File: config.mk
export PLATFORM = sky130hd
export DESIGN_NAME = ps2_cmd_scheduler_flat
export DESIGN_NICKNAME = d
export VERILOG_FILES = /design/src/rtl/ps2_cmd_scheduler_pkg.sv /design/src/rtl/ps2_cmd_scheduler_if.sv /design/src/rtl/ps2_cmd_scheduler_script.sv /design/src/rtl/ps2_cmd_scheduler.sv /design/src/flat_wrapper.sv
export SDC_FILE = /design/constraint.sdc
export NUM_CORES = 1
export LEC_CHECK = 0
export CAP_MARGIN = 20
export CELL_PAD_IN_SITES_DETAIL_PLACEMENT = 0
export CELL_PAD_IN_SITES_GLOBAL_PLACEMENT = 1
export CORE_MARGIN = 2
export CORE_UTILIZATION = 35
export DETAILED_ROUTE_END_ITERATION = 10
export PLACE_DENSITY_LB_ADDON = 0.3
export SETUP_SLACK_MARGIN = 0.02
export SLEW_MARGIN = 20
export SYNTH_ARGS = -nofsm -noshare
export SYNTH_HDL_FRONTEND = slang
export SYNTH_SLANG_ARGS = --single-unit
File: constraint.sdc
create_clock -name clk -period 2.1 [get_ports clk]
set_input_delay 0.21 -clock clk [delete_from_list [all_inputs] [get_ports clk]]
set_output_delay 0.21 -clock clk [all_outputs]
set_load 0.005 [all_outputs]
File: src/rtl/ps2_cmd_scheduler_pkg.sv
// PS/2 host command scheduler: shared byte constants, FSM states
// and the script ROM entry layout.
package ps2_pkg;

  localparam logic [7:0] CMD_RESET     = 8'hFF;
  localparam logic [7:0] CMD_LED       = 8'hED;
  localparam logic [7:0] CMD_TYPEMATIC = 8'hF3;
  localparam logic [7:0] RSP_ACK       = 8'hFA;
  localparam logic [7:0] RSP_RESEND    = 8'hFE;
  localparam logic [7:0] RSP_BAT_OK    = 8'hAA;
  localparam logic [7:0] RSP_BAT_FAIL  = 8'hFC;

  typedef enum logic [3:0] {
    S_IDLE,
    S_LOAD,
    S_SEND,
    S_WAIT_TX,
    S_WAIT_RSP,
    S_READ,
    S_EVAL,
    S_WAIT_BAT,
    S_ERR
  } state_e;

  typedef enum logic {
    SCR_INIT,
    SCR_LED
  } script_e;

  typedef struct packed {
    logic [7:0] data;
    logic       expect_bat;
    logic       last;
  } script_t;

endpackage

File: src/rtl/ps2_cmd_scheduler_if.sv
// PS/2 tx/rx port bundle seen by the command scheduler;
// master is the scheduler, slave is the ps2tx/ps2rx/decoder side.
interface ps2_cmd_scheduler_if;
  logic       tx_wren;
  logic [7:0] tx_d;
  logic       tx_busy;
  logic       rx_dsr;
  logic [7:0] rx_q;
  logic       rx_rden;
  logic       key_dsr;
  logic       key_rden;

  modport master (
    output tx_wren, tx_d, rx_rden, key_dsr,
    input  tx_busy, rx_dsr, rx_q, key_rden
  );

  modport slave (
    input  tx_wren, tx_d, rx_rden, key_dsr,
    output tx_busy, rx_dsr, rx_q, key_rden
  );
endinterface

File: src/rtl/ps2_cmd_scheduler_script.sv
// Command script ROM: {script, step} -> byte to send plus
// whether a BAT wait follows and whether it ends the script.
module ps2_cmd_script
  import ps2_pkg::*;
#(
  parameter logic [7:0] TYPEMATIC = 8'h20
) (
  input  script_e    sel,
  input  logic [2:0] step,
  input  logic [2:0] led_state,
  output script_t    ent
);

  logic [7:0] led_byte;
  assign led_byte = {5'b0, led_state};

  always_comb begin
    ent = '{data: led_byte, expect_bat: 1'b0, last: 1'b1};
    if (sel == SCR_INIT) begin
      case (step)
        3'd0: ent = '{data: CMD_RESET, expect_bat: 1'b1, last: 1'b0};
        3'd1: ent = '{data: CMD_TYPEMATIC, expect_bat: 1'b0, last: 1'b0};
        3'd2: ent = '{data: TYPEMATIC, expect_bat: 1'b0, last: 1'b0};
        3'd3: ent = '{data: CMD_LED, expect_bat: 1'b0, last: 1'b0};
        default: ent = '{data: led_byte, expect_bat: 1'b0, last: 1'b1};
      endcase
    end else begin
      case (step)
        3'd0: ent = '{data: CMD_LED, expect_bat: 1'b0, last: 1'b0};
        default: ent = '{data: led_byte, expect_bat: 1'b0, last: 1'b1};
      endcase
    end
  end

endmodule

File: src/rtl/ps2_cmd_scheduler.sv
// Sequences host-to-keyboard PS/2 commands (reset/BAT, typematic,
// LEDs), owns ps2tx and hides protocol replies from the decoder.
module ps2_cmd_scheduler
  import ps2_pkg::*;
#(
  parameter int         TIMEOUT_CYCLES = 240000,
  parameter int         BAT_CYCLES     = 24000000,
  parameter int         MAX_RETRY      = 3,
  parameter logic [7:0] TYPEMATIC      = 8'h20
) (
  input  logic                 clk,
  input  logic                 reset,
  input  logic                 init_req,
  input  logic                 led_update,
  input  logic [2:0]           led_state,
  ps2_cmd_scheduler_if.master  bus,
  output logic                 busy,
  output logic                 err
);

  localparam int TW = $clog2(BAT_CYCLES);
  localparam int RW = (MAX_RETRY > 0) ? $clog2(MAX_RETRY + 1) : 1;
  localparam logic [TW-1:0] TO_LAST  = TW'(TIMEOUT_CYCLES - 1);
  localparam logic [TW-1:0] BAT_LAST = TW'(BAT_CYCLES - 1);
  localparam logic [RW-1:0] RETRY_MAX = RW'(MAX_RETRY);

  state_e        state_q, state_d;
  script_e       sel_q, sel_d;
  logic [2:0]    step_q, step_d;
  logic [7:0]    tx_d_q, tx_d_d;
  logic [RW-1:0] retry_q, retry_d;
  logic [TW-1:0] timer_q, timer_d;
  logic [7:0]    rsp_q, rsp_d;
  logic          in_bat_q, in_bat_d;
  logic          pend_init_q, pend_init_d;
  logic          pend_led_q, pend_led_d;
  logic          err_q, err_d;
  logic          resend;
  logic          idle;
  script_t       ent;

  ps2_cmd_script #(
    .TYPEMATIC(TYPEMATIC)
  ) u_script (
    .sel      (sel_q),
    .step     (step_q),
    .led_state(led_state),
    .ent      (ent)
  );

  always_comb begin
    state_d     = state_q;
    sel_d       = sel_q;
    step_d      = step_q;
    tx_d_d      = tx_d_q;
    retry_d     = retry_q;
    rsp_d       = rsp_q;
    in_bat_d    = in_bat_q;
    pend_init_d = pend_init_q;
    pend_led_d  = pend_led_q;
    err_d       = err_q;
    resend      = 1'b0;
    timer_d     = (state_q == S_IDLE) ? '0 : timer_q + TW'(1);

    unique case (state_q)
      S_IDLE: begin
        if (pend_init_q) begin
          sel_d       = SCR_INIT;
          step_d      = 3'd0;
          pend_init_d = 1'b0;
          pend_led_d  = 1'b0;
          err_d       = 1'b0;
          state_d     = S_LOAD;
        end else if (pend_led_q) begin
          sel_d      = SCR_LED;
          step_d     = 3'd0;
          pend_led_d = 1'b0;
          state_d    = S_LOAD;
        end
      end
      S_LOAD: begin
        tx_d_d   = ent.data;
        retry_d  = '0;
        in_bat_d = 1'b0;
        state_d  = S_SEND;
      end
      S_SEND: state_d = S_WAIT_TX;
      S_WAIT_TX: begin
        if (!bus.tx_busy) begin
          timer_d = '0;
          state_d = S_WAIT_RSP;
        end
      end
      // Timer keeps running across READ/EVAL of discarded bytes,
      // hence >= rather than an exact match.
      S_WAIT_RSP: begin
        if (bus.rx_dsr) state_d = S_READ;
        else if (timer_q >= TO_LAST) resend = 1'b1;
      end
      S_WAIT_BAT: begin
        if (bus.rx_dsr) state_d = S_READ;
        else if (timer_q >= BAT_LAST) state_d = S_ERR;
      end
      S_READ: begin
        rsp_d   = bus.rx_q;
        state_d = S_EVAL;
      end
      S_EVAL: begin
        if (in_bat_q) begin
          if (rsp_q == RSP_BAT_OK) begin
            step_d  = step_q + 3'd1;
            state_d = S_LOAD;
          end else if (rsp_q == RSP_BAT_FAIL) begin
            state_d = S_ERR;
          end else begin
            state_d = S_WAIT_BAT;
          end
        end else if (rsp_q == RSP_ACK) begin
          if (ent.expect_bat) begin
            in_bat_d = 1'b1;
            timer_d  = '0;
            state_d  = S_WAIT_BAT;
          end else if (ent.last) begin
            state_d = S_IDLE;
          end else begin
            step_d  = step_q + 3'd1;
            state_d = S_LOAD;
          end
        end else if (rsp_q == RSP_RESEND) begin
          resend = 1'b1;
        end else begin
          state_d = S_WAIT_RSP;
        end
      end
      S_ERR: begin
        err_d   = 1'b1;
        state_d = S_IDLE;
      end
      default: state_d = S_IDLE;
    endcase

    if (resend) begin
      if (retry_q < RETRY_MAX) begin
        retry_d = retry_q + RW'(1);
        state_d = S_SEND;
      end else begin
        state_d = S_ERR;
      end
    end

    // Set after the IDLE clears so a same-cycle pulse is kept.
    pend_init_d = pend_init_d | init_req;
    pend_led_d  = pend_led_d | led_update;
  end

  always_ff @(posedge clk) begin
    if (reset) begin
      state_q     <= S_IDLE;
      sel_q       <= SCR_INIT;
      step_q      <= '0;
      tx_d_q      <= '0;
      retry_q     <= '0;
      timer_q     <= '0;
      rsp_q       <= '0;
      in_bat_q    <= 1'b0;
      pend_init_q <= 1'b1;
      pend_led_q  <= 1'b0;
      err_q       <= 1'b0;
    end else begin
      state_q     <= state_d;
      sel_q       <= sel_d;
      step_q      <= step_d;
      tx_d_q      <= tx_d_d;
      retry_q     <= retry_d;
      timer_q     <= timer_d;
      rsp_q       <= rsp_d;
      in_bat_q    <= in_bat_d;
      pend_init_q <= pend_init_d;
      pend_led_q  <= pend_led_d;
      err_q       <= err_d;
    end
  end

  assign idle        = (state_q == S_IDLE);
  assign bus.tx_wren = ~reset & (state_q == S_SEND);
  assign bus.tx_d    = tx_d_q;
  assign bus.rx_rden = ~reset & (idle ? bus.key_rden : (state_q == S_READ));
  assign bus.key_dsr = ~reset & idle & bus.rx_dsr;
  assign busy        = ~idle | pend_init_q | pend_led_q;
  assign err         = err_q;

endmodule

File: src/flat_wrapper.sv
// flat-port wrapper written by rule: the top's interface ports become plain ports
module ps2_cmd_scheduler_flat import ps2_pkg::*;
#(
  parameter int         TIMEOUT_CYCLES = 240000,
  parameter int         BAT_CYCLES     = 24000000,
  parameter int         MAX_RETRY      = 3,
  parameter logic [7:0] TYPEMATIC      = 8'h20
)
  (clk, reset, init_req, led_update, led_state, busy, err, bus_tx_wren, bus_tx_d, bus_rx_rden, bus_key_dsr, bus_tx_busy, bus_rx_dsr, bus_rx_q, bus_key_rden);
  ps2_cmd_scheduler_if bus_i ();
  input  logic clk;
  input  logic reset;
  input  logic init_req;
  input  logic led_update;
  input  logic [2:0] led_state;
  output logic busy;
  output logic err;
  output wire logic [$bits(bus_i.tx_wren)-1:0] bus_tx_wren;
  output wire logic [$bits(bus_i.tx_d)-1:0] bus_tx_d;
  output wire logic [$bits(bus_i.rx_rden)-1:0] bus_rx_rden;
  output wire logic [$bits(bus_i.key_dsr)-1:0] bus_key_dsr;
  input wire logic [$bits(bus_i.tx_busy)-1:0] bus_tx_busy;
  input wire logic [$bits(bus_i.rx_dsr)-1:0] bus_rx_dsr;
  input wire logic [$bits(bus_i.rx_q)-1:0] bus_rx_q;
  input wire logic [$bits(bus_i.key_rden)-1:0] bus_key_rden;
  assign bus_tx_wren = bus_i.tx_wren;
  assign bus_tx_d = bus_i.tx_d;
  assign bus_rx_rden = bus_i.rx_rden;
  assign bus_key_dsr = bus_i.key_dsr;
  assign bus_i.tx_busy = bus_tx_busy;
  assign bus_i.rx_dsr = bus_rx_dsr;
  assign bus_i.rx_q = bus_rx_q;
  assign bus_i.key_rden = bus_key_rden;
  ps2_cmd_scheduler #(.TIMEOUT_CYCLES(TIMEOUT_CYCLES), .BAT_CYCLES(BAT_CYCLES), .MAX_RETRY(MAX_RETRY), .TYPEMATIC(TYPEMATIC)) u_core (.clk(clk), .reset(reset), .init_req(init_req), .led_update(led_update), .led_state(led_state), .bus(bus_i), .busy(busy), .err(err));
endmodule
==> flow_summary_export.csv, run 1 <==
group,metric,value,unit
clock_network,clockBufferDepth,2,
grt,met1_usage,0.222,
cells_and_area,final_cell_mix,"nor2_1 (52), dfxtp_1 (51), nand2_1 (42)",
sta,finalCritPeriodShare,0.951,
placement,place.port_buffers,30,
placement,gp_congestion,0.851,
flow_run,maxCapViolCount,0,
yosys,most_area_hungry_cell_type_in_the_yosys_netlist,"dfxtp_1",
worst_setup_path,critical_path.startpoint,"u_core.state_q[0]$_SDFFE_PP0P_",
worst_setup_path,crit_type,"reg2out",
yosys,synth-xor-area-share,0.0684,
yosys,post_synth_main_area_contributors,"dfxtp_1 (38%), nor2_1 (6.9%), nand2_1 (5.6%), a21oi_1 (4.8%), xnor2_1 (3.4%)",
yosys,syn_area,0.00282,sq mm
yosys,synth_area_in_adders,0.0311,
worst_setup_path,critical_path.startpoint_type,"register",
floorplanning,start_util,0.363,
hold_path,hold_path_class,"in2reg",
hold_path,worst_hold_launch,"bus_rx_q[7]",
yosys,synth-main-ff-cell,"dfxtp_1",
yosys,dominant_combinational_cell_family_by_area_after_synthesis,"simple AND/OR/NAND/NOR gates",
worst_setup_path,timing.critical_path.fanout_max,3,
yosys,synth_top_area_frac,0.383,
worst_setup_path,worst_setup_path_end_kind,"output pin",
grt,grt_max_degree,35,
grt,grt_remaining_overflow,0,
clock_network,ctsRootBufferMaster,"clkbuf_8",
route,initialDrtViolationCount,118,
clock_network,tritoncts_clock_tree,"done",
cells_and_area,finished_layout_cells,512,
floorplanning,fp.dieArea,0.00879,sq mm
yosys,ys.warnings.count,0,
sta,totalNegativeSetupSlack,0,ns
sta,rsz_0062_raised_after_global_routing,"true",
sta,finalClockSkew,0.00996,ns
yosys,synth.avg_cell_area,7.92,sq um
grt,global_route.peak_usage_layer,"met2",
clock_network,tritoncts.num_buffers,5,
route,drt_drc_violations_left,0,
clock_network,clock_latency,0.31,ns
yosys,syn-num-nets,381,
yosys,synth.ff_latch_count,54,
sta,holdWs,0.434,ns
sta,hold_violations,0,
cells_and_area,diodes,0,
yosys,synth_cells,356,
grt,grt_pass1_wl,11500,um
route,antenna_violating_nets_post_route,0,
grt,globalRouteMet3Util,0.0305,
yosys,synth.distinct_cells,58,
yosys,synthMuxAreaShare,0.00755,
clock_network,clock_tree.htree_level_count,2,
pwr,p_leak,1.30,nW
yosys,post_synth_and_or_nand_nor_area_fraction,0.305,
sta,timing.max_slew.rel_slack,0.613,
yosys,synthArstFlopShare,0,
route,drt_pre_antenna_iters,4,
pwr,pwr_density_cell,793,mW/mm^2
yosys,count_of_flip_flops_with_a_built_in_enable_after_synthesis,0,
route,post_drt_wl_per_cell,13.1,um
floorplanning,coreArea,0.00777,sq mm
yosys,synth_compound_area_frac,0.157,
grt,antenna_violations_before_repair,0,
cells_and_area,layout.cell_area.non_filler,0.00357,sq mm
pwr,power,2.83,mW
run_status,status,"complete, no violations",
cells_and_area,syn_to_final_growth,26.5,%
grt,met2_usage,0.260,
cells_and_area,layout-drive-gt1-share,0.146,
placement,dpl.hpwl,5010,um
placement,dp_cell_count,501,
sta,setup_viol,0,
placement,area_after_detailed_placement,0.00342,sq mm
cells_and_area,final_util,0.459,
worst_setup_path,arrival,1.79,ns
sta,final_period_minus_worst_setup_slack,2.00,ns
worst_setup_path,worst_reg2reg_path_startpoint,"u_core.state_q[0]$_SDFFE_PP0P_",
cells_and_area,final_net_count,434,
cells_and_area,num-fill-cells,801,
worst_setup_path,worstPathRequired,1.89,ns
route,routed_wl,6700,um
floorplanning,die_width,93.7,um
route,detailroute.via_count,2628,
floorplanning,die_height,93.7,um
yosys,seq_area_frac_synth,0.383,
placement,preCtsSetupSlack,0.00207,ns
sta,final_critical_path_setup_slack,0.102,ns
cells_and_area,final_common_cell,"nor2_1",
sta,max_slew.worst_pin.slew,0.576,ns
clock_network,cts.clk_slew.worst_paths,0.09,ns
sta,achievable-frequency,501,MHz
floorplanning,io_pins,31,
pwr,max-vdd-ir-drop,294,uV
grt,global_route.usage.total,0.163,
sta,report.final.slew_viol_count,0,
grt,via_count_of_the_first_global_routing_pass,2495,
route,route.detailed.vias_per_inst,5.13,
floorplanning,placement_rows,32,
clock_network,clock-sinks,54,
## kinds of logic after synthesis
logic type,Yosys count
buf+inv,30
xor+xnor,22
simple gates,174
fa+ha+maj,7
mux,2
compound gates,67
flops,54
## sequential cells by signal, indices dropped and copies added (netlist names)
| name | flops |
|---|---|
| u_core.state_q | 4 |
| u_core.pend_init_q | 1 |
| u_core.in_bat_q | 1 |
| u_core.timer_q | 25 |
| u_core.step_q | 3 |
| u_core.bus.tx_d | 7 |
| u_core.rsp_q | 8 |
| u_core.err | 1 |
| u_core.pend_led_q | 1 |
| u_core.sel_q | 1 |
| u_core.retry_q | 2 |
## layout make-up
type | instances | area [sq um] | area share
tap | 102 | 128 | 0.0358
timing repair buffer | 64 | 576 | 0.161
clock inverter | 1 | 5.00 | 0.00140
sequential | 54 | 1080 | 0.304
inverter | 12 | 45.0 | 0.0126
multi-input combinational | 272 | 1640 | 0.460
clock buffer | 7 | 86.3 | 0.0242
## cell usage after synthesis, drive strengths merged, types with 3 or more instances
cell type,number
xnor2,11
a21oi,27
or3,6
nand2,42
clkbuf,13
and2,3
nand4,5
nor2,52
nor3,16
o41ai,3
a211oi,4
dfxtp,54
nand3b,4
nor4,5
o211ai,5
a211o,3
inv,12
nand2b,5
nand3,16
or2,3
and3,4
buf,5
and4,4
o21ai,6
xor2,11
a31oi,3
ha,7
## repair_timing
| item | 4_1_cts | 5_1_grt |
|---|---|---|
| cloned | 0 | 0 |
| pin swaps | 0 | 2 |
| hold buffers | 0 | 0 |
| endpoints found under the setup margin | 6 | 7 |
| gates resized for setup | 8 | 11 |
| setup buffers | 0 | 3 |
## final timing paths
kind	to	slack [ns]	cells after the start
hold reg to reg	u_core.bus.tx_d[4]$_SDFFE_PP0P_	0.47	2
hold / removal	u_core.rsp_q[7]$_SDFFE_PP0N_	0.43	3
setup / recovery	bus_key_dsr	0.10	5
setup reg to reg	u_core.state_q[0]$_SDFFE_PP0P_	0.11	6
## critical path: stages (launching register included)
cell and delay, ns:
dfxtp_2 0.33, or2_4 0.24, or3_4 0.40, buf_4 0.15, nor3_2 0.10, dlygate4sd2_1 0.25
## metal layers
layer,wire length (um),vias up
met3,287,7
met1,3420,1210
met2,2900,57
li1,-,1354
met5,0,-
met4,85,0
## where the power goes
group	total, mW	switching (mW)	internal, mW
clock	0.603	0.336	0.267
combinational	1.03	0.513	0.520
sequential	1.19	0.0673	1.12
No activity file was read; power rests on OpenSTA's default activity.
==> run 2: changes to the inputs <==
- PLACE_DENSITY: default -> 0.78
- PLACE_DENSITY_LB_ADDON: 0.3 -> default
- SETUP_SLACK_MARGIN: 0.02 -> 0.4
- clock period: 2.1 -> 2.6 ns (I/O delays scaled with it)
==> flow_summary_export.csv, run 2 (synthesis results as in run 1) <==
group,metric,value,unit
run_status,status,"complete, no violations",
cells_and_area,layout-drive-gt1-share,0.110,
sta,hold_violations,0,
grt,grt_pass1_wl,11200,um
worst_setup_path,worst_setup_path_end_kind,"output pin",
floorplanning,die_width,93.7,um
placement,preCtsSetupSlack,0.211,ns
worst_setup_path,critical_path.startpoint_type,"register",
worst_setup_path,critical_path.n_buffers_inverters,1,
route,antenna_violating_nets_post_route,0,
route,post_drt_wl_per_cell,13.0,um
floorplanning,coreArea,0.00777,sq mm
worst_setup_path,crit_type,"reg2out",
hold_path,hold-path-endpoint,"u_core.bus.tx_d[4]$_SDFFE_PP0P_",
worst_setup_path,arrival,1.93,ns
grt,via_count_of_the_first_global_routing_pass,2356,
sta,final_period_minus_worst_setup_slack,2.19,ns
route,routed_wl,6410,um
grt,antenna_violations_before_repair,0,
pwr,power_report.internal_total,1.49,mW
clock_network,tritoncts.num_buffers,5,
floorplanning,fp.dieArea,0.00879,sq mm
cells_and_area,largest_register_ff_count,25,
pwr,p_leak,1.17,nW
route,route.detailed.vias_per_inst,5.14,
placement,place.port_buffers,30,
pwr,power_frac_seq,0.450,
hold_path,worst_hold_launch,"u_core.bus.tx_d[4]$_SDFFE_PP0P_",
worst_setup_path,crit_top_cell,"or3_4",
pwr,max-vdd-ir-drop,241,uV
sta,timing.max_slew.rel_slack,0.645,
worst_setup_path,regToRegEndpoint,"u_core.state_q[1]$_SDFFE_PP0P_",
floorplanning,io_pins,31,
cells_and_area,final_common_cell,"nor2_1",
clock_network,cts.clk_slew.worst_paths,0.10,ns
cells_and_area,finished_layout_cells,492,
sta,final_critical_path_setup_slack,0.413,ns
grt,grt_max_degree,26,
pwr,netSwitchingFraction,0.326,
placement,gp_congestion,0.828,
worst_setup_path,crit_family,"simple AND/OR/NAND/NOR gates",
sta,finalClockSkew,0.0106,ns
cells_and_area,largest_register,"u_core.timer_q",
grt,grt_remaining_overflow,0,
worst_setup_path,slowest_delay,0.43,ns
clock_network,clock_tree.htree_level_count,2,
floorplanning,placement_rows,32,
pwr,comb_power_share,0.333,
placement,dpl.hpwl,4770,um
sta,achievable-frequency,457,MHz
cells_and_area,final_net_count,414,
sta,report.final.slew_viol_count,0,
pwr,pwr_density_cell,651,mW/mm^2
cells_and_area,diodes,0,
hold_path,whs_path_depth,2,
clock_network,clockBufferDepth,2,
worst_setup_path,worstPathRequired,2.34,ns
cells_and_area,final_cell_mix,"nor2_1 (51), dfxtp_1 (48), nand2_1 (42)",
worst_setup_path,crit_slowest_cell,"or3_4",
grt,global_route.usage.total,0.157,
clock_network,clock-sinks,54,
sta,rsz_0062_raised_after_global_routing,"true",
sta,max_slew.worst_pin.slew,0.530,ns
flow_run,maxCapViolCount,0,
hold_path,hold_path_class,"reg2reg",
route,drt_drc_violations_left,0,
worst_setup_path,reg_to_reg_slack_setup,0.44,ns
sta,finalCritPeriodShare,0.841,
worst_setup_path,reg2regPathDepth,6,
pwr,power,2.21,mW
worst_setup_path,timing.critical_path.fanout_max,9,
route,drt_pre_antenna_iters,4,
clock_network,ctsRootBufferMaster,"clkbuf_8",
floorplanning,start_util,0.363,
worst_setup_path,worst_reg2reg_path_startpoint,"u_core.state_q[1]$_SDFFE_PP0P_",
sta,totalNegativeSetupSlack,0,ns
route,initialDrtViolationCount,121,
placement,dp_cell_count,478,
clock_network,cts_hold_buffers,0,
worst_setup_path,crit_chain,"or2_4, or3_4, or3_4, clkbuf_2",
cells_and_area,syn_to_final_growth,20.7,%
sta,setup_viol,0,
route,detailroute.via_count,2529,
pwr,p_switching,0.722,mW
pwr,clkPwrFrac,0.218,
clock_network,clock_latency,0.31,ns
floorplanning,die_height,93.7,um
clock_network,tritoncts_clock_tree,"done",
==> run 2: timing repair <==
| item | in CTS | in global routing |
|---|---|---|
| setup buffers | 0 | 6 |
| resized for setup | 13 | 12 |
| pin swaps | 0 | 5 |
| hold endpoints to repair | 0 | 0 |
| setup endpoints to repair | 7 | 9 |
==> run 2: layout make-up <==
type | instances | area (sq um)
Inverter | 12 | 45.0
Tap cell | 102 | 128
Clock inverter | 1 | 5.00
Timing Repair Buffer | 44 | 397
Clock buffer | 7 | 86.3
Sequential cell | 54 | 1100
Fill cell | 820 | 4370
Multi-Input combinational cell | 272 | 1650
==> run 2: worst max-delay path by stage <==
stage / cells after the start / startpoint / endpoint / slack (ns)
floorplan: 9 / u_core.state_q[0]$_SDFFE_PP0P_ / u_core.state_q[1]$_SDFFE_PP0P_ / 0.50
global placement: 6 / bus_rx_dsr / u_core.state_q[1]$_SDFFE_PP0P_ / 0.1
detailed placement: 6 / bus_rx_dsr / u_core.state_q[0]$_SDFFE_PP0P_ / 0.21
CTS: 4 / u_core.state_q[0]$_SDFFE_PP0P_ / busy / 0.34
global route: 4 / u_core.state_q[1]$_SDFFE_PP0P_ / busy / 0.37
finish: 4 / u_core.state_q[1]$_SDFFE_PP0P_ / busy / 0.41
==> run 2: power by group through the flow <==
stage                     clock network [mW]  registers, mW  logic [mW]
after floorplan                            0          0.977       0.462
after global placement                     0           1.01       0.651
after detailed placement                   0           1.01       0.653
after CTS                              0.507           1.00       0.669
after global routing                   0.539           1.01       0.821
final                                  0.482          0.996       0.736
==> run 2: metal layers <==
| layer | GRT usage | part of all wire | vias up |
|---|---|---|---|
| li1 | - | - | 1318 |
| met1 | 0.224 | 0.50 | 1145 |
| met2 | 0.239 | 0.44 | 58 |
| met3 | 0.0297 | 0.048 | 8 |
| met4 | 0.0519 | 0.014 | 0 |
| met5 | 0 | 0 | - |
==> run 2: stage by stage <==
stage / util / cell area [sq um] / hold WS, ns
after floorplan: - / 2820 / 0.354
after detailed placement: 0.414 / 3220 / 0.454
after CTS: 0.429 / 3340 / 0.467
after global routing: 0.438 / 3400 / 0.482
after global placement: 0.414 / 3220 / 0.448
final: 0.438 / 3400 / 0.462
==> run 2: worst min-delay path: cells and delay by family, from the launching register on <==
kind	cells	cell delay, ns
DFF	1	0.33
and+or+nand+nor	1	0.05
AOI/OAI and AO/OA	1	0.05
==> run 3: changes to the inputs <==
- clock period: 2.6 -> 2.1 ns (I/O delays scaled with it)
==> flow_summary_export.csv, run 3 (synthesis results as in run 1) <==
group,metric,value,unit
run_status,status,"complete, no violations",
worst_setup_path,arrival,2.19,ns
clock_network,clock_latency,0.31,ns
floorplanning,die_width,93.7,um
route,route.detailed.vias_per_inst,5.13,
sta,final_period_minus_worst_setup_slack,1.96,ns
route,antenna_violating_nets_post_route,0,
cells_and_area,final_common_cell,"nor2_1",
floorplanning,die_height,93.7,um
pwr,power_report.internal_total,2.12,mW
cells_and_area,syn_to_final_growth,43.5,%
route,drt_drc_violations_left,0,
pwr,p_switching,1.03,mW
grt,antenna_violations_before_repair,0,
pwr,netSwitchingFraction,0.326,
sta,max_slew.worst_pin.slew,0.466,ns
grt,global_route.usage.total,0.170,
cells_and_area,largest_register_ff_count,25,
worst_setup_path,crit_top_cell,"or3_4",
grt,grt_remaining_overflow,0,
floorplanning,fp.dieArea,0.00879,sq mm
sta,totalNegativeSetupSlack,0,ns
route,detailroute.via_count,2716,
worst_setup_path,worst_setup_path_end_kind,"register",
placement,place.port_buffers,30,
sta,finalClockSkew,0.0119,ns
pwr,clkPwrFrac,0.212,
clock_network,cts.clk_slew.worst_paths,0.10,ns
pwr,pwr_density_cell,779,mW/mm^2
hold_path,hold_path_class,"in2reg",
pwr,comb_power_share,0.396,
route,drt_pre_antenna_iters,4,
floorplanning,start_util,0.363,
grt,grt_max_degree,26,
grt,via_count_of_the_first_global_routing_pass,2569,
cells_and_area,final_net_count,451,
cells_and_area,largest_register,"u_core.timer_q",
worst_setup_path,crit_chain,"or2_4, or3_4, or3_4, buf_6, and4_4, nand2b_4, a211oi_2",
floorplanning,io_pins,31,
clock_network,clock-sinks,54,
floorplanning,placement_rows,32,
pwr,power_frac_seq,0.392,
route,post_drt_wl_per_cell,13.6,um
clock_network,ctsRootBufferMaster,"clkbuf_8",
clock_network,clockBufferDepth,2,
sta,setup_viol,0,
worst_setup_path,crit_family,"simple AND/OR/NAND/NOR gates",
clock_network,clock_tree.htree_level_count,2,
sta,report.final.slew_viol_count,0,
worst_setup_path,critical_path.n_buffers_inverters,1,
route,routed_wl,7180,um
worst_setup_path,crit_slowest_cell,"or3_4",
worst_setup_path,crit_type,"reg2reg",
clock_network,tritoncts_clock_tree,"done",
clock_network,tritoncts.num_buffers,5,
pwr,p_leak,1.47,nW
placement,dpl.hpwl,5070,um
cells_and_area,layout-drive-gt1-share,0.326,
sta,rsz_0062_raised_after_global_routing,"true",
sta,hold_violations,0,
placement,area_after_detailed_placement,0.00343,sq mm
placement,preCtsSetupSlack,0.0209,ns
cells_and_area,layout.cell_area.non_filler,0.00404,sq mm
cells_and_area,final_cell_mix,"nor2_1 (50), buf_4 (45), nand2_1 (40)",
sta,finalCritPeriodShare,0.934,
worst_setup_path,worstPathRequired,2.33,ns
worst_setup_path,slowest_delay,0.36,ns
sta,timing.max_slew.rel_slack,0.688,
sta,final_critical_path_setup_slack,0.139,ns
cells_and_area,diodes,0,
route,initialDrtViolationCount,113,
floorplanning,coreArea,0.00777,sq mm
cells_and_area,num-fill-cells,746,
pwr,power,3.15,mW
placement,gp_congestion,0.874,
sta,achievable-frequency,510,MHz
worst_setup_path,critical_path.startpoint_type,"register",
grt,grt_pass1_wl,12000,um
pwr,max-vdd-ir-drop,343,uV
worst_setup_path,timing.critical_path.fanout_max,6,
flow_run,maxCapViolCount,0,
## run 3: cell count changes in the layout (fill, tap and decap cells not counted), moves of 5 or more
cell,previous run,this run
buf_4,13,45
dfxtp_1,48,34
dfxtp_2,3,13
buf_6,0,5
nor4_1,5,0
## run 3: cell type report
type | count | area (sq um) | share of cell area
sequential | 54 | 1120 | 0.278
tap | 102 | 128 | 0.0316
multi-input combinational | 272 | 1930 | 0.478
timing repair buffer | 81 | 704 | 0.174
clock buffer | 8 | 110 | 0.0272
inverter | 12 | 45.0 | 0.0111
## run 3: final timing paths
check | slack (ns) | depth (start not counted) | from | end
setup / recovery | 0.14 | 7 | u_core.state_q[1]$_SDFFE_PP0P_ | u_core.state_q[0]$_SDFFE_PP0P_
hold / removal | 0.43 | 3 | bus_rx_q[6] | u_core.rsp_q[6]$_SDFFE_PP0N_
setup reg to reg | 0.14 | 7 | u_core.state_q[1]$_SDFFE_PP0P_ | u_core.state_q[0]$_SDFFE_PP0P_
hold reg to reg | 0.46 | 2 | u_core.rsp_q[7]$_SDFFE_PP0N_ | u_core.rsp_q[7]$_SDFFE_PP0N_
## run 3: metal layers
layer	global-route usage	wire [um]
met5	0	0
met4	0.0628	93
met3	0.0361	254
met2	0.264	3340
met1	0.231	3490
## run 3: stage by stage
| step | hold WS, ns | util | cells |
|---|---|---|---|
| CTS | 0.430 | 0.478 | 516 |
| global route | 0.419 | 0.521 | 529 |
| global placement | 0.447 | 0.441 | 501 |
| floorplan | 0.304 | - | 356 |
| detailed placement | 0.454 | 0.441 | 501 |
| finish | 0.431 | 0.521 | 529 |
## run 3: power groups by stage
| stage | Clock, mW | Sequential (mW) | Combinational, mW |
|---|---|---|---|
| after floorplan | 0 | 1.21 | 0.583 |
| after global placement | 0 | 1.23 | 0.965 |
| after detailed placement | 0 | 1.23 | 0.962 |
| after CTS | 0.700 | 1.22 | 1.04 |
| after global routing | 0.742 | 1.25 | 1.37 |
| final | 0.668 | 1.23 | 1.25 |
## run 3: what timing repair did
action | 4_1_cts | 5_1_grt
pin swaps | 14 | 21
gates cloned | 0 | 0
hold buffers | 0 | 0
gates resized for setup | 48 | 58
endpoints found under the hold margin | 0 | 0
buffers inserted | 7 | 13
endpoints found under the setup margin | 40 | 50
## run 3: worst register-to-register path, cell delays in order (launching register included)
cell and delay, ns:
dfxtp_2 0.34, or2_4 0.25, or3_4 0.33, or3_4 0.36, buf_6 0.13, and4_4 0.17, nand2b_4 0.14, a211oi_2 0.17
